### src/rtl/mem_port_arbiter_if.sv
// Bus bundle between the fetch unit, the load/store unit, the arbiter and the unified memory.
// slave = arbiter side; master = requesters and memory side.
interface mem_port_arbiter_if;
  // Handshake: x_req is held high with stable fields until the one-cycle x_ack pulse;
  // the arbiter captures the fields at grant, so the requester may change them after ack.
  logic        i_req;
  logic [31:0] i_addr;
  logic        i_ack;
  logic [31:0] i_rdata;
  logic        d_req;
  logic [2:0]  d_fn;
  logic [31:0] d_addr;
  logic [31:0] d_wdata;
  logic        d_ack;
  logic        d_err;
  logic [31:0] d_rdata;
  logic        mem_en;
  logic [2:0]  mem_fn;
  logic [31:0] mem_addr;
  logic [31:0] mem_wdata;
  logic [31:0] mem_rdata;

  modport slave (
    input  i_req, i_addr, d_req, d_fn, d_addr, d_wdata, mem_rdata,
    output i_ack, i_rdata, d_ack, d_err, d_rdata, mem_en, mem_fn, mem_addr, mem_wdata
  );

  modport master (
    output i_req, i_addr, d_req, d_fn, d_addr, d_wdata, mem_rdata,
    input  i_ack, i_rdata, d_ack, d_err, d_rdata, mem_en, mem_fn, mem_addr, mem_wdata
  );
endinterface

### src/rtl/mem_port_arbiter.sv
// Arbitrates the unified memory between instruction fetch (I) and load/store (D).
// D wins by default; a starvation counter forces an I grant after STARVE_LIMIT D grants.
`ifndef MEM_LB
`define MEM_LB  3'd0
`define MEM_LBU 3'd1
`define MEM_LH  3'd2
`define MEM_LHU 3'd3
`define MEM_LW  3'd4
`define MEM_SB  3'd5
`define MEM_SH  3'd6
`define MEM_SW  3'd7
`endif

module mem_port_arbiter #(
    parameter int STARVE_LIMIT = 4,
    parameter int CW           = 3
) (
    input  logic                clk,
    input  logic                rst,
    mem_port_arbiter_if.slave   bus,
    output logic [2:0]          dbg_state,
    output logic [CW-1:0]       dbg_starve
);

    typedef enum logic [2:0] {
        IDLE    = 3'd0,
        ISSUE_I = 3'd1,
        ISSUE_D = 3'd2,
        RESP_I  = 3'd3,
        RESP_D  = 3'd4,
        ERR_D   = 3'd5
    } state_t;

    localparam logic [CW-1:0] LIMIT = CW'(STARVE_LIMIT);

    state_t        state, state_nxt;
    logic [CW-1:0] starve, starve_nxt;
    logic          grant_i, grant_d;
    logic          d_mis, d_is_store, d_store;

    // All eight 3-bit codes are defined, so every code reaches memory unchanged.
    always_comb begin
        d_mis      = 1'b0;
        d_is_store = 1'b0;
        case (bus.d_fn)
            `MEM_LW:           d_mis = (bus.d_addr[1:0] != 2'b00);
            `MEM_LH, `MEM_LHU: d_mis = bus.d_addr[0];
            `MEM_SW: begin
                d_mis      = (bus.d_addr[1:0] != 2'b00);
                d_is_store = 1'b1;
            end
            `MEM_SH: begin
                d_mis      = bus.d_addr[0];
                d_is_store = 1'b1;
            end
            `MEM_SB:           d_is_store = 1'b1;
            default:           d_mis = 1'b0;
        endcase
    end

    always_comb begin
        state_nxt  = state;
        starve_nxt = starve;
        grant_i    = 1'b0;
        grant_d    = 1'b0;
        case (state)
            ISSUE_I: state_nxt = RESP_I;
            ISSUE_D: state_nxt = RESP_D;
            default: begin
                if (bus.i_req && (!bus.d_req || starve == LIMIT)) begin
                    grant_i    = 1'b1;
                    state_nxt  = ISSUE_I;
                    starve_nxt = '0;
                end else if (bus.d_req) begin
                    grant_d   = 1'b1;
                    state_nxt = d_mis ? ERR_D : ISSUE_D;
                    if (!bus.i_req)
                        starve_nxt = '0;
                    else if (starve != LIMIT)
                        starve_nxt = starve + CW'(1);
                end else begin
                    state_nxt = IDLE;
                end
            end
        endcase
    end

    always_ff @(posedge clk or posedge rst) begin
        if (rst) begin
            state         <= IDLE;
            starve        <= '0;
            bus.mem_en    <= 1'b0;
            bus.mem_fn    <= `MEM_LW;
            bus.mem_addr  <= '0;
            bus.mem_wdata <= '0;
            bus.i_ack     <= 1'b0;
            bus.d_ack     <= 1'b0;
            bus.d_err     <= 1'b0;
            d_store       <= 1'b0;
        end else begin
            state      <= state_nxt;
            starve     <= starve_nxt;
            bus.mem_en <= grant_i | (grant_d & ~d_mis);
            if (grant_i) begin
                bus.mem_fn    <= `MEM_LW;
                bus.mem_addr  <= bus.i_addr;
                bus.mem_wdata <= '0;
            end else if (grant_d && !d_mis) begin
                bus.mem_fn    <= bus.d_fn;
                bus.mem_addr  <= bus.d_addr;
                bus.mem_wdata <= bus.d_wdata;
                d_store       <= d_is_store;
            end
            bus.i_ack <= (state == ISSUE_I);
            bus.d_ack <= (state == ISSUE_D) | (grant_d & d_mis);
            bus.d_err <= grant_d & d_mis;
        end
    end

    // Memory data arrives in the response cycle itself, so it is steered straight through.
    assign bus.i_rdata = (state == RESP_I) ? bus.mem_rdata : '0;
    assign bus.d_rdata = (state == RESP_D && !d_store) ? bus.mem_rdata : '0;

    assign dbg_state  = state;
    assign dbg_starve = starve;

endmodule

### src/flat_wrapper.sv
// flat-port wrapper written by rule: the top's interface ports become plain ports
module mem_port_arbiter_flat 
#(
    parameter int STARVE_LIMIT = 4,
    parameter int CW           = 3
)
  (clk, rst, dbg_state, dbg_starve, bus_i_req, bus_i_addr, bus_d_req, bus_d_fn, bus_d_addr, bus_d_wdata, bus_mem_rdata, bus_i_ack, bus_i_rdata, bus_d_ack, bus_d_err, bus_d_rdata, bus_mem_en, bus_mem_fn, bus_mem_addr, bus_mem_wdata);
  mem_port_arbiter_if bus_i ();
  input  logic clk;
  input  logic rst;
  output logic [2:0] dbg_state;
  output logic [CW-1:0] dbg_starve;
  input wire logic [$bits(bus_i.i_req)-1:0] bus_i_req;
  input wire logic [$bits(bus_i.i_addr)-1:0] bus_i_addr;
  input wire logic [$bits(bus_i.d_req)-1:0] bus_d_req;
  input wire logic [$bits(bus_i.d_fn)-1:0] bus_d_fn;
  input wire logic [$bits(bus_i.d_addr)-1:0] bus_d_addr;
  input wire logic [$bits(bus_i.d_wdata)-1:0] bus_d_wdata;
  input wire logic [$bits(bus_i.mem_rdata)-1:0] bus_mem_rdata;
  output wire logic [$bits(bus_i.i_ack)-1:0] bus_i_ack;
  output wire logic [$bits(bus_i.i_rdata)-1:0] bus_i_rdata;
  output wire logic [$bits(bus_i.d_ack)-1:0] bus_d_ack;
  output wire logic [$bits(bus_i.d_err)-1:0] bus_d_err;
  output wire logic [$bits(bus_i.d_rdata)-1:0] bus_d_rdata;
  output wire logic [$bits(bus_i.mem_en)-1:0] bus_mem_en;
  output wire logic [$bits(bus_i.mem_fn)-1:0] bus_mem_fn;
  output wire logic [$bits(bus_i.mem_addr)-1:0] bus_mem_addr;
  output wire logic [$bits(bus_i.mem_wdata)-1:0] bus_mem_wdata;
  assign bus_i.i_req = bus_i_req;
  assign bus_i.i_addr = bus_i_addr;
  assign bus_i.d_req = bus_d_req;
  assign bus_i.d_fn = bus_d_fn;
  assign bus_i.d_addr = bus_d_addr;
  assign bus_i.d_wdata = bus_d_wdata;
  assign bus_i.mem_rdata = bus_mem_rdata;
  assign bus_i_ack = bus_i.i_ack;
  assign bus_i_rdata = bus_i.i_rdata;
  assign bus_d_ack = bus_i.d_ack;
  assign bus_d_err = bus_i.d_err;
  assign bus_d_rdata = bus_i.d_rdata;
  assign bus_mem_en = bus_i.mem_en;
  assign bus_mem_fn = bus_i.mem_fn;
  assign bus_mem_addr = bus_i.mem_addr;
  assign bus_mem_wdata = bus_i.mem_wdata;
  mem_port_arbiter #(.STARVE_LIMIT(STARVE_LIMIT), .CW(CW)) u_core (.clk(clk), .rst(rst), .bus(bus_i), .dbg_state(dbg_state), .dbg_starve(dbg_starve));
endmodule
### config.mk
export PLATFORM = sky130hd
export DESIGN_NAME = mem_port_arbiter_flat
export DESIGN_NICKNAME = d
export VERILOG_FILES = /design/src/rtl/mem_port_arbiter_if.sv /design/src/rtl/mem_port_arbiter.sv /design/src/flat_wrapper.sv
export SDC_FILE = /design/constraint.sdc
export NUM_CORES = 1
export LEC_CHECK = 0
export CAP_MARGIN = 20
export CORE_ASPECT_RATIO = 0.5
export CORE_MARGIN = 1
export CORE_UTILIZATION = 31
export DETAILED_ROUTE_END_ITERATION = 6
export GPL_ROUTABILITY_DRIVEN = 0
export PLACE_DENSITY = 0.77
export SYNTH_ARGS = -nofsm -noshare
export SYNTH_HDL_FRONTEND = slang
export SYNTH_SLANG_ARGS = --single-unit
### constraint.sdc
create_clock -name clk -period 2.7 [get_ports clk]
set_input_delay 0.54 -clock clk [delete_from_list [all_inputs] [get_ports clk]]
set_output_delay 0.54 -clock clk [all_outputs]
set_load 0.02 [all_outputs]
# Yosys cells after proc, flatten, opt, wreduce, memory -nomap -nowiden
# Index checks and enable logic that the tools add are counted.
# Widths: inputs -> output; s select.
# word_totals
reg_bits	78
latchBits	0
ramBits	0
rom_bits	0
word_cells	70
mem_count	0
# op_classes
addsub	1
multipliers	0
div	0
n_lt_le_gt_ge	0
n_eq_ne	13
n_shift	0
mux	23
bitwise_logic	7
reduce_logical	16
# op_table
operator	n
$mux 32	6
$mux 3	9
$eq 3x3->1 const B	6
$eq 3x2->1 const B	4
$mux 1	6
$pmux 3 s2	1
$reduce_bool 2->1	3
$reduce_or 3->1	2
$reduce_or 2->1	2
$add 3x1->3 const B	1
$eq 3x1->1 const B	1
$logic_and 1x1->1	3
$logic_not 1->1	3
$ne 3x1->1 const B	1
$ne 3x3->1 const B	1
$not 1->1	3
$reduce_and 3->1	1
$and 1x1->1	2
$or 1x1->1	2
$pmux 1 s2	1
$reduce_and 2->1	1
$logic_or 1x1->1	1

# Logic depth before layout (Yosys ltp)
# Gate-level depths: netlist of run 1.
# depth
depth_word	8
ltp_mapped	10
ltp_nobuf	9

# Least setup slack after synthesis of run 1
# No wires, ideal clock.
# synth_path
path_kind	reg-to-output
from	register u_core.state[2] (netlist: u_core.dbg_state[2])
to	output bus_d_rdata[10]
arrival_ns	1.663
required_time_ns	2.160
slack_ns	0.497
path_stages_with_launch	5
n_path_buf	2
cell_sequence	dfrtp_1 -> clkbuf_1 -> nor4b_1 -> clkbuf_1 -> and2_1
# synth_via
elab_chain_cells	3
# synth_lines
element	line_no	source
start: declaration	mem_port_arbiter.sv:36	state_t state, state_nxt;
start signal: assignment	mem_port_arbiter.sv:101	state <= state_nxt;
$eq 3x3->1	mem_port_arbiter.sv:122	assign bus.d_rdata = (state == RESP_D && !d_store) ? bus.mem_rdata : '0;
$logic_and 1x1->1	mem_port_arbiter.sv:122	
$mux 32	mem_port_arbiter.sv:122	
end: declaration	flat_wrapper.sv:24	output wire logic [$bits(bus_i.d_rdata)-1:0] bus_d_rdata;
# No other way between the ends.

# Worst setup path in the final report of run 1
# layout_path
from	register u_core.state[1] (netlist: u_core.dbg_state[1])
to	output bus_d_rdata[1]
# The elaborated chain is that of the path after synthesis.

==> impl_results.md, run 1 <==
- Setup TNS: 0 ps
- Area occupied by multi-input gates: 0.001613 mm^2
- Worst skew pair latency: 330 ps
- Nets: 807
- Slowest Stage Delay on Critical Path: 610 ps
- Post-route insts no fill: 834
- Vias per inst: 4.691
- Site Rows: 27
- Cell Area, Synth: 0.003691 mm^2
- Total I/O pin count: 276
- Post-synthesis adder-cell area fraction: 0.006780
- Synth unique cells: 32
- RSZ-0062 raised after global routing: no
- Largest net degree at the start of global routing: 79
- XOR/XNOR Fraction of Synth Area: 0.002373
- R2R cell count: 6
- Post-route ant nets: 0
- Area Overhead vs Synth: 90.44%
- Hold Vio Cnt, Final: 0
- Avg Inst Size Synth: 9.228 um^2
- GR Overflow Total: 0
- Synth top area share: 0.5220
- Most common cell in the netlist: nand2_1
- Clk_skew: 5.252 ps
- Final Cycle Share: 0.9646
- HPWL Detailed: 9825 um
- Complex-gate fraction of the synthesized area: 0.1634
- Actual slew at the worst max-slew pin: 484.6 ps
- YS warnings: 0
- DR WL/cell: 15.98 um
- R2r endpoint: u_core.bus.mem_addr[0]
- Worst Setup Slack, final: 95.66 ps
- DR vias: 3912
- Sequential-to-total area share from yosys stat: 0.5292
- DR iter-0 viols: 247
- WS Path Type: flop to primary output
- Simple-gate share of the synthesized area: 0.2519
- Cell family with most CP delay: buffers and inverters
- Synth area leader: dfrtp_1
- Max frequency: 0.3840 GHz
- Postcts setup bufs: 0
- Reg clk slew, reported paths: 60 ps
- H-tree Lvls: 3
- Port Buffers: 275
- CP Launch Type: flop
- Minimum clock period: 2604 ps
- Worst min path class: flop to flop
- Root Driver: clkbuf_16
- Max clock buf depth: 2
- VDD IR-drop max: 0.4037 mV
- Initial antenna violation count: 0
- # placed instances: 818
- Worst slew margin: 0.6746
- DP Worst Slack: 112.7 ps
- Post-synth top cells: nand2_1, dfrtp_1, and2_1
- # setup viols final: 0
- Die X-Extent: 156.3 um
- Final Max Slew Viols: 0
- Ant diodes: 0
- Maxcap violations: 0
- Hold Path Origin: u_core.bus.mem_wdata[13]
- Reg2reg start: u_core.dbg_state[0]
- Total core area: 0.01128 mm^2
- DRC: 0
- Largest family of logic cells by synthesized area: simple AND/OR/NAND/NOR gates
- Global-route wire length before repair: 20910 um
- Fill count: 934
- Die height: 79.16 um
- Worst Setup End Kind: primary output
- Initial Util: 0.3271
- R2r setup slk: 610 ps
- Crit path required time: 2160 ps
- Register area: 0.001956 mm^2
- Crit path DAT: 2060 ps
- Status: complete, no violations
- Gr usage total: 0.2199
- Syn Inst Count: 400
- Slowest stage cell, crit path: clkdlybuf4s50_1
- Crit path cell chain: nor4b_4 -> buf_12 -> and2_1 -> clkdlybuf4s50_1
- Post-Route WL: 13330 um
- TritonCTS clock tree: yes
- Crit path from: u_core.dbg_state[1]
- Pwr/cell area: 996.7 mW/mm^2
- Syn nets: 537
- Synth Flop Type: dfrtp_1
- Post-synth ARST share: 1.000
- Cts bufs inserted: 9
- Post-synthesis mux area share: 0.002712
- FF+latch count, synth: 78
- DIE AREA: 0.01237 mm^2
- Synth area leaders: dfrtp_1, and2_1, nand2_1
- Post-synth EDFFs: 0
- Hold Crit Depth: 1
- Worst path bufs/invs: 2
- CTS Sinks: 78
- Crit-path max FO: 32
- First drt pass iteration count: 4
- Worst Hold Path EP: u_core.bus.mem_wdata[13]
- Number of global-route vias before repair: 4033
- Share of layout cells above drive strength 1: 0.05481
- Lkg Pwr: 3.354 nW
state kept, by name, summed over array words and instances, names as in the netlist:
register and count:
u_core.dbg_starve 3, u_core.d_store 1, u_core.bus.mem_wdata 32, u_core.bus.d_err 1, u_core.dbg_state 3, u_core.bus.mem_fn 3, u_core.bus.mem_en 1, u_core.bus.d_ack 1
u_core.bus.mem_addr 32, u_core.bus.i_ack 1
layer usage:
layer  vias up  wire [um]  part of all wire  track usage
met5         -          0                 0            0
met2       155       6368              0.48       0.3665
met3        24        980             0.074      0.06605
met4         0        305             0.023      0.08922
li1       1884          -                 -            -
met1      1849       5677              0.43       0.2671
power by group:
group / leakage [nW] / internal, mW / switching [mW]
logic: 2.28 / 1.86 / 2.04
registers: 0.946 / 1.70 / 0.300
clock network: 0.132 / 0.643 / 0.464
total: 3.35 / 4.20 / 2.81
kinds of logic after synthesis:
group | count (synthesis)
AND/OR/NAND/NOR | 197
AO/OA/AOI/OAI | 82
flip-flops | 78
buffers and inverters | 39
adder cells (fa/ha/maj) | 2
XOR/XNOR | 1
multiplexers | 1
repair_timing:
| action | CTS | global route |
|---|---|---|
| hold buffers | 0 | 0 |
| setup endpoints to repair | 32 | 64 |
| pin swaps | 0 | 1 |
| gates resized for setup | 1 | 27 |
stage by stage:
step	hold slack, ps	utilization	instance area (um^2)	power, mW
6_report	505.0	0.6230	7029	7.006
5_1_grt	524.5	0.6230	7029	7.443
4_1_cts	508.0	0.6172	6964	7.093
3_5_place_dp	491.9	0.5926	6686	5.937
3_3_place_gp	488.4	0.5926	6686	5.854
2_1_floorplan	493.7	-	3691	4.006
worst register-to-register path: cells and delay by family, from the launching register on:
family	cells	cell delay [ps]
flops	1	460
compound gates	2	570
xor+xnor	1	420
simple gates	2	290
buf+inv	1	250
cell type report:
| class | instances | share of cell area |
|---|---|---|
| tap | 159 | 0.02830 |
| clock inverter | 4 | 0.003204 |
| clock buffer | 12 | 0.03507 |
| inverter | 12 | 0.006408 |
| sequential | 78 | 0.2782 |
| multi-input combinational | 283 | 0.2294 |
| timing repair buffer | 286 | 0.4194 |
placed cells by master (no fill, tap or decap), drive strengths merged:
| cell type | netlist | layout |
|---|---|---|
| o21a | 1 | 1 |
| dlymetal6s2s | 0 | 25 |
| a21oi | 2 | 2 |
| o21ai | 13 | 13 |
| or2 | 1 | 1 |
| a32o | 1 | 1 |
| o221ai | 2 | 2 |
| mux2i | 1 | 1 |
| clkinv | 0 | 3 |
| a211oi | 1 | 1 |
| dfrtp | 77 | 77 |
| and2 | 65 | 65 |
| dfstp | 1 | 1 |
| clkdlybuf4s50 | 0 | 250 |
| nand2b | 2 | 2 |
| nor3b | 2 | 2 |
| o32ai | 2 | 2 |
| clkinvlp | 0 | 1 |
| nand2 | 85 | 85 |
| nor2 | 38 | 38 |
| nand3b | 1 | 1 |
| a22o | 26 | 26 |
| buf | 12 | 11 |
| clkbuf | 15 | 12 |
| xnor2 | 1 | 1 |
| a221o | 1 | 1 |
| inv | 12 | 12 |
| a31oi | 32 | 32 |
| o41ai | 1 | 1 |
| nand4 | 1 | 1 |
| ha | 2 | 2 |
| nor4b | 1 | 1 |
| nor3 | 1 | 1 |
how the worst max path moves through the flow:
stage                               to  cells after the start
6_report                bus_d_rdata[1]                      4
3_5_place_dp   u_core.bus.mem_addr[22]                      9
4_1_cts                 bus_d_rdata[3]                      4
5_1_grt                bus_d_rdata[10]                      4
2_1_floorplan         u_core.bus.d_ack                      1
3_3_place_gp   u_core.bus.mem_addr[13]                      9
Note: power is estimated with default switching activity, not from simulation.
==> run 2: changes to the inputs <==
--- a/config.mk
+++ b/config.mk
@@ -5,13 +5,15 @@
 export SDC_FILE = /design/constraint.sdc
 export NUM_CORES = 1
 export LEC_CHECK = 0
+export ABC_AREA = 1
 export CAP_MARGIN = 20
 export CORE_ASPECT_RATIO = 0.5
 export CORE_MARGIN = 1
-export CORE_UTILIZATION = 31
+export CORE_UTILIZATION = 33
 export DETAILED_ROUTE_END_ITERATION = 6
 export GPL_ROUTABILITY_DRIVEN = 0
-export PLACE_DENSITY = 0.77
+export GPL_TIMING_DRIVEN = 0
+export PLACE_DENSITY = 0.78
 export SYNTH_ARGS = -nofsm -noshare
 export SYNTH_HDL_FRONTEND = slang
 export SYNTH_SLANG_ARGS = --single-unit
==> impl_results.md, run 2 <==
- First drt pass iteration count: 4
- Cts bufs inserted: 9
- Post-synth EDFFs: 0
- Die X-Extent: 159.4 um
- Hold Vio Cnt, Final: 0
- Pwr Total: 7.293 mW
- WS Path Type: flop to primary output
- Global-route wire length before repair: 22980 um
- Sequential-to-total area share from yosys stat: 0.4775
- Worst slew margin: 0.6519
- Most frequent cells in the layout: clkdlybuf4s50_1, nand2_1, dfrtp_1, nand3_1, nor2_1
- Port Buffers: 275
- Actual slew at the worst max-slew pin: 522.1 ps
- Initial antenna violation count: 0
- Share of layout cells above drive strength 1: 0.06993
- Top sig layer: met4
- Commonest non-fill, non-tap cell in the layout: clkdlybuf4s50_1
- R2r setup slk: 800 ps
- Minimum clock period: 2563 ps
- H-tree Lvls: 3
- DRC: 0
- Worst Setup End Kind: primary output
- Nets: 992
- Vias per inst: 4.655
- Root Driver: clkbuf_16
- Crit path DAT: 2020 ps
- Ant diodes: 0
- Post-synth ARST share: 1.000
- Status: complete, no violations
- Final Cycle Share: 0.9493
- Total core area: 0.01195 mm^2
- TritonCTS clock tree: yes
- Gr usage total: 0.2271
- Crit-path max FO: 10
- Most common cell in the netlist: nand2_1
- Die height: 80.72 um
- GR Overflow Total: 0
- DIE AREA: 0.01287 mm^2
- Site Rows: 28
- # setup viols final: 0
- Lkg Pwr: 4.201 nW
- Syn Inst Count: 568
- Largest net degree at the start of global routing: 48
- WL met3: 634 um
- Wl on met1: 6333 um
- Fill count: 1045
- DR iter-0 viols: 307
- Post-Route WL: 15050 um
- WL met2: 7748 um
- CP Launch Type: flop
- Synth unique cells: 24
- Worst min path class: flop to flop
- Number of global-route vias before repair: 4564
- DP Worst Slack: 221.9 ps
- CTS Sinks: 78
- Maxcap violations: 0
- DR WL/cell: 14.71 um
- Worst Setup Slack, final: 136.8 ps
- Synth area leader: dfrtp_1
- VDD IR-drop max: 0.4160 mV
- Top Registers: u_core.bus.mem_addr x32, u_core.bus.mem_wdata x32
- Area Overhead vs Synth: 82.78%
- Reg clk slew, reported paths: 60 ps
- YS warnings: 0
- Total I/O pin count: 276
- Pwr/cell area: 975.5 mW/mm^2
- Worst skew pair latency: 340 ps
- FF+latch count, synth: 78
- Synth area leaders: dfrtp_1, nand2_1, nand3_1
- Syn nets: 705
- Final Max Slew Viols: 0
- Cts hold-fix bufs: 0
- Max clock buf depth: 2
- DR vias: 4762
- HPWL Detailed: 11700 um
- Avg Inst Size Synth: 7.201 um^2
- Synth top area share: 0.4711
- Crit path required time: 2160 ps
- Max frequency: 0.3901 GHz
- Initial Util: 0.3424
- Post-route ant nets: 0
- Cell Area, Synth: 0.004090 mm^2
- Synth Flop Type: dfrtp_1
- Clk_skew: 7.839 ps
- Post-synth top cells: nand2_1, dfrtp_1, nand3_1
run 2: cell types whose count changed in the layout (fill, tap and decap cells not counted), sizes merged, moves of 9 or more:
cell           previous run  this run
nand2                    85       214
dlymetal6s2s             25        34
and2                     65         0
o21ai                    13        38
nor2                     38        68
a31oi                    32         0
inv                      12        51
clkbuf                   12        24
nand3                     0        74
clkdlybuf4s50           250       240
a22o                     26         0
buf                      11        25
run 2: logic make-up (layout without fill, tap and decap cells):
| kind of cell | count (synthesis) | in the layout | share of synthesized area |
|---|---|---|---|
| AOI/OAI and AO/OA | 43 | 43 | 0.05384 |
| buffers and inverters | 86 | 376 | 0.09636 |
| adders and majority gates | 2 | 2 | 0.006117 |
| and+or+nand+nor | 359 | 359 | 0.3662 |
| DFF | 78 | 78 | 0.4775 |
run 2: path summary, 6_finish.rpt:
kind                                       from  depth (start not counted)                     end
min in group asynchronous                   rst                          2    u_core.dbg_starve[1]
min                        u_core.bus.mem_fn[2]                          2    u_core.bus.mem_fn[2]
max reg2reg                u_core.dbg_starve[0]                         10  u_core.bus.mem_addr[8]
min reg2reg                u_core.bus.mem_fn[2]                          2    u_core.bus.mem_fn[2]
max                         u_core.dbg_state[2]                          5         bus_i_rdata[21]
max in group asynchronous                   rst                          3    u_core.bus.mem_fn[2]
run 2: per-stage QoR:
stage                     utilization  hold slack (ps)  setup TNS, ps  area (um^2)  std cells
after global placement         0.5901            478.4         -85360         7049       1008
after floorplan                     -            459.7              0         4090        568
after detailed placement       0.5926            486.3              0         7079       1009
after global routing           0.6258            518.6         -12.05         7476       1023
final                          0.6258            494.3              0         7476       1023
after CTS                      0.6187            499.9              0         7391       1023
run 2: cell type report:
cell class	instances	area (um^2)	area share
timing repair buffer	276	2864	0.3831
sequential	78	1953	0.2613
multi-input combinational	404	1753	0.2345
clock buffer	13	260.3	0.03481
buffer	35	212.7	0.02845
tap	165	206.4	0.02762
inverter	51	196.4	0.02628
clock inverter	1	30.03	0.004017
run 2: worst max-delay path: stages (launching register included):
cell and delay, ps:
dfrtp_1 410, inv_1 140, nand3_2 170, clkbuf_2 230, nor2_1 120, clkdlybuf4s50_1 620
run 2: repair_timing:
item                       in CTS  in global routing
cloned                          0                  0
setup endpoints to repair      60                 35
gates resized for setup        11                 35
buffers inserted                0                  0
run 2: report_power, final:
part / switching, mW / internal [mW] / leakage (nW)
combinational: 2.33 / 1.78 / 3.07
sequential: 0.296 / 1.69 / 0.986
clock: 0.451 / 0.757 / 0.142
total: 3.07 / 4.22 / 4.20
run 2: metal layers:
metal,up-vias,GRT usage
met5,-,0
met4,0,0.07981
met3,30,0.05010
met2,147,0.4202
met1,2257,0.2641
li1,2328,-
==> run 3: changes to the inputs <==
--- a/config.mk
+++ b/config.mk
@@ -12,7 +12,6 @@
 export CORE_UTILIZATION = 33
 export DETAILED_ROUTE_END_ITERATION = 6
 export GPL_ROUTABILITY_DRIVEN = 0
-export GPL_TIMING_DRIVEN = 0
 export PLACE_DENSITY = 0.78
 export SYNTH_ARGS = -nofsm -noshare
 export SYNTH_HDL_FRONTEND = slang
==> impl_results.md, run 3 (same netlist as run 2, synthesis figures left out) <==
- Die X-Extent: 159.4 um
- Final Max Slew Viols: 0
- Crit path cell chain: nor2_1 -> nand3_1 -> buf_4 -> nor2_1 -> clkdlybuf4s50_1
- Clock power frac: 0.173
- Fill count: 1048
- Maxcap violations: 0
- Worst Setup End Kind: primary output
- Final Util: 0.6066
- Largest net degree at the start of global routing: 60
- # resized after CTS: 0
- Most used cell along the critical path: nor2_1
- Status: complete, no violations
- Max frequency: 0.3939 GHz
- Area Overhead vs Synth: 77.18%
- Minimum clock period: 2539 ps
- TritonCTS clock tree: yes
- Post-route ant nets: 0
- Pwr/cell area: 987.8 mW/mm^2
- DIE AREA: 0.01287 mm^2
- Postcts setup bufs: 0
- Top Registers: u_core.bus.mem_addr x32, u_core.bus.mem_wdata x32
- Post-Route WL: 14300 um
- Hold Slack: 493.9 ps
- Setup TNS: 0 ps
- Ant diodes: 0
- Critical path depth: 5
- Initial Util: 0.3424
- Clk_skew: 8.232 ps
- Nets: 964
- Cell family with most CP delay: buffers and inverters
- Combinational power share: 0.552
- Gr usage total: 0.2164
- Slowest Stage Delay on Critical Path: 640 ps
- First drt pass iteration count: 4
- WS Path Type: flop to primary output
- Reg clk slew, reported paths: 60 ps
- Crit path DAT: 2000 ps
- Crit-path max FO: 32
- Post-route insts no fill: 996
- Switching power: 2.999 mW
- H-tree Lvls: 3
- Root Driver: clkbuf_16
- Share of layout cells above drive strength 1: 0.04573
- Port Buffers: 275
- DR iter-0 viols: 330
- Number of global-route vias before repair: 4313
- Initial antenna violation count: 0
- DR vias: 4634
- Commonest non-fill, non-tap cell in the layout: clkdlybuf4s50_1
- Sequential share of power: 0.276
- Sw Share: 0.4190
- Final Cycle Share: 0.9402
- Worst path bufs/invs: 2
- Worst skew pair latency: 330 ps
- Total I/O pin count: 276
- Vias per inst: 4.653
- Internal Pwr Total: 4.159 mW
- Lkg Pwr: 3.516 nW
- R2R cell count: 8
- Placed cell areas: 0.006935 mm^2
- VDD IR-drop max: 0.5494 mV
- Hold Vio Cnt, Final: 0
- Crit path required time: 2160 ps
- Worst min path class: input pin to async pin
- Total core area: 0.01195 mm^2
- DRC: 0
- Actual slew at the worst max-slew pin: 572.6 ps
- HPWL Detailed: 10700 um
- RSZ-0062 raised after global routing: no
- Worst slew margin: 0.6177
- # placed instances: 981
- Max clock buf depth: 2
- Cts bufs inserted: 9
- CP Launch Type: flop
- Finished Cell Area: 0.007247 mm^2
- Site Rows: 28
- Global-route wire length before repair: 22180 um
- Die height: 80.72 um
- Slowest stage cell, crit path: clkdlybuf4s50_1
- Cts hold-fix bufs: 0
- DR WL/cell: 14.36 um
- GR Overflow Total: 0
- # setup viols final: 0
- CTS Sinks: 78
- Most frequent cells in the layout: clkdlybuf4s50_1, nand2_1, dfrtp_1, nand3_1, nor2_1
==> run 3: metal layers <==
layer	up-vias	GRT usage	routed length (um)
met2	122	0.3934	7346
met4	0	0.07788	378
met3	28	0.04545	591
li1	2279	-	-
met1	2205	0.2576	5981
met5	-	0	0
==> run 3: area by class of cell <==
| type | instances | area (um^2) | area share |
|---|---|---|---|
| clock buffer | 12 | 266.5 | 0.03677 |
| clock inverter | 3 | 42.54 | 0.005870 |
| inverter | 51 | 195.2 | 0.02693 |
| multi-input combinational | 404 | 1743 | 0.2405 |
| sequential | 78 | 1953 | 0.2695 |
| tap | 165 | 206.4 | 0.02849 |
| timing repair buffer | 283 | 2840 | 0.3919 |
==> run 3: stage by stage <==
step | total power, mW | worst slack [ps]
6_report | 7.158 | 161.4
5_1_grt | 7.597 | 17.98
4_1_cts | 7.209 | 116.9
3_5_place_dp | 5.954 | 277.3
3_3_place_gp | 5.878 | 306.0
2_1_floorplan | 4.098 | 166.6
==> run 3: path summary, 6_finish.rpt <==
check                                         start  slack, ps                       end
setup / recovery                u_core.dbg_state[0]        160           bus_d_rdata[26]
hold / removal                                  rst        490  u_core.bus.mem_wdata[17]
setup reg to reg                u_core.dbg_state[2]        640    u_core.bus.mem_addr[9]
hold reg to reg            u_core.bus.mem_wdata[23]        490  u_core.bus.mem_wdata[23]
max in group asynchronous                       rst       1540      u_core.bus.mem_fn[2]
min in group clk           u_core.bus.mem_wdata[23]        490  u_core.bus.mem_wdata[23]
==> run 3: power by group through the flow <==
stage	Sequential, mW	Combinational [mW]	Clock, mW
global route	2.03	4.26	1.31
floorplan	2.59	1.51	0
CTS	1.97	3.98	1.25
global placement	1.98	3.90	0
detailed placement	1.99	3.97	0
finish	1.97	3.95	1.24
==> run 3: worst register-to-register path, stage by stage (launching register included) <==
cell and delay (ps):
dfrtp_1 390, inv_1 120, nand3_2 140, nand2_4 360
nor2_4 80, inv_4 290, nand2_4 320, nand2_1 190
nand2_1 60
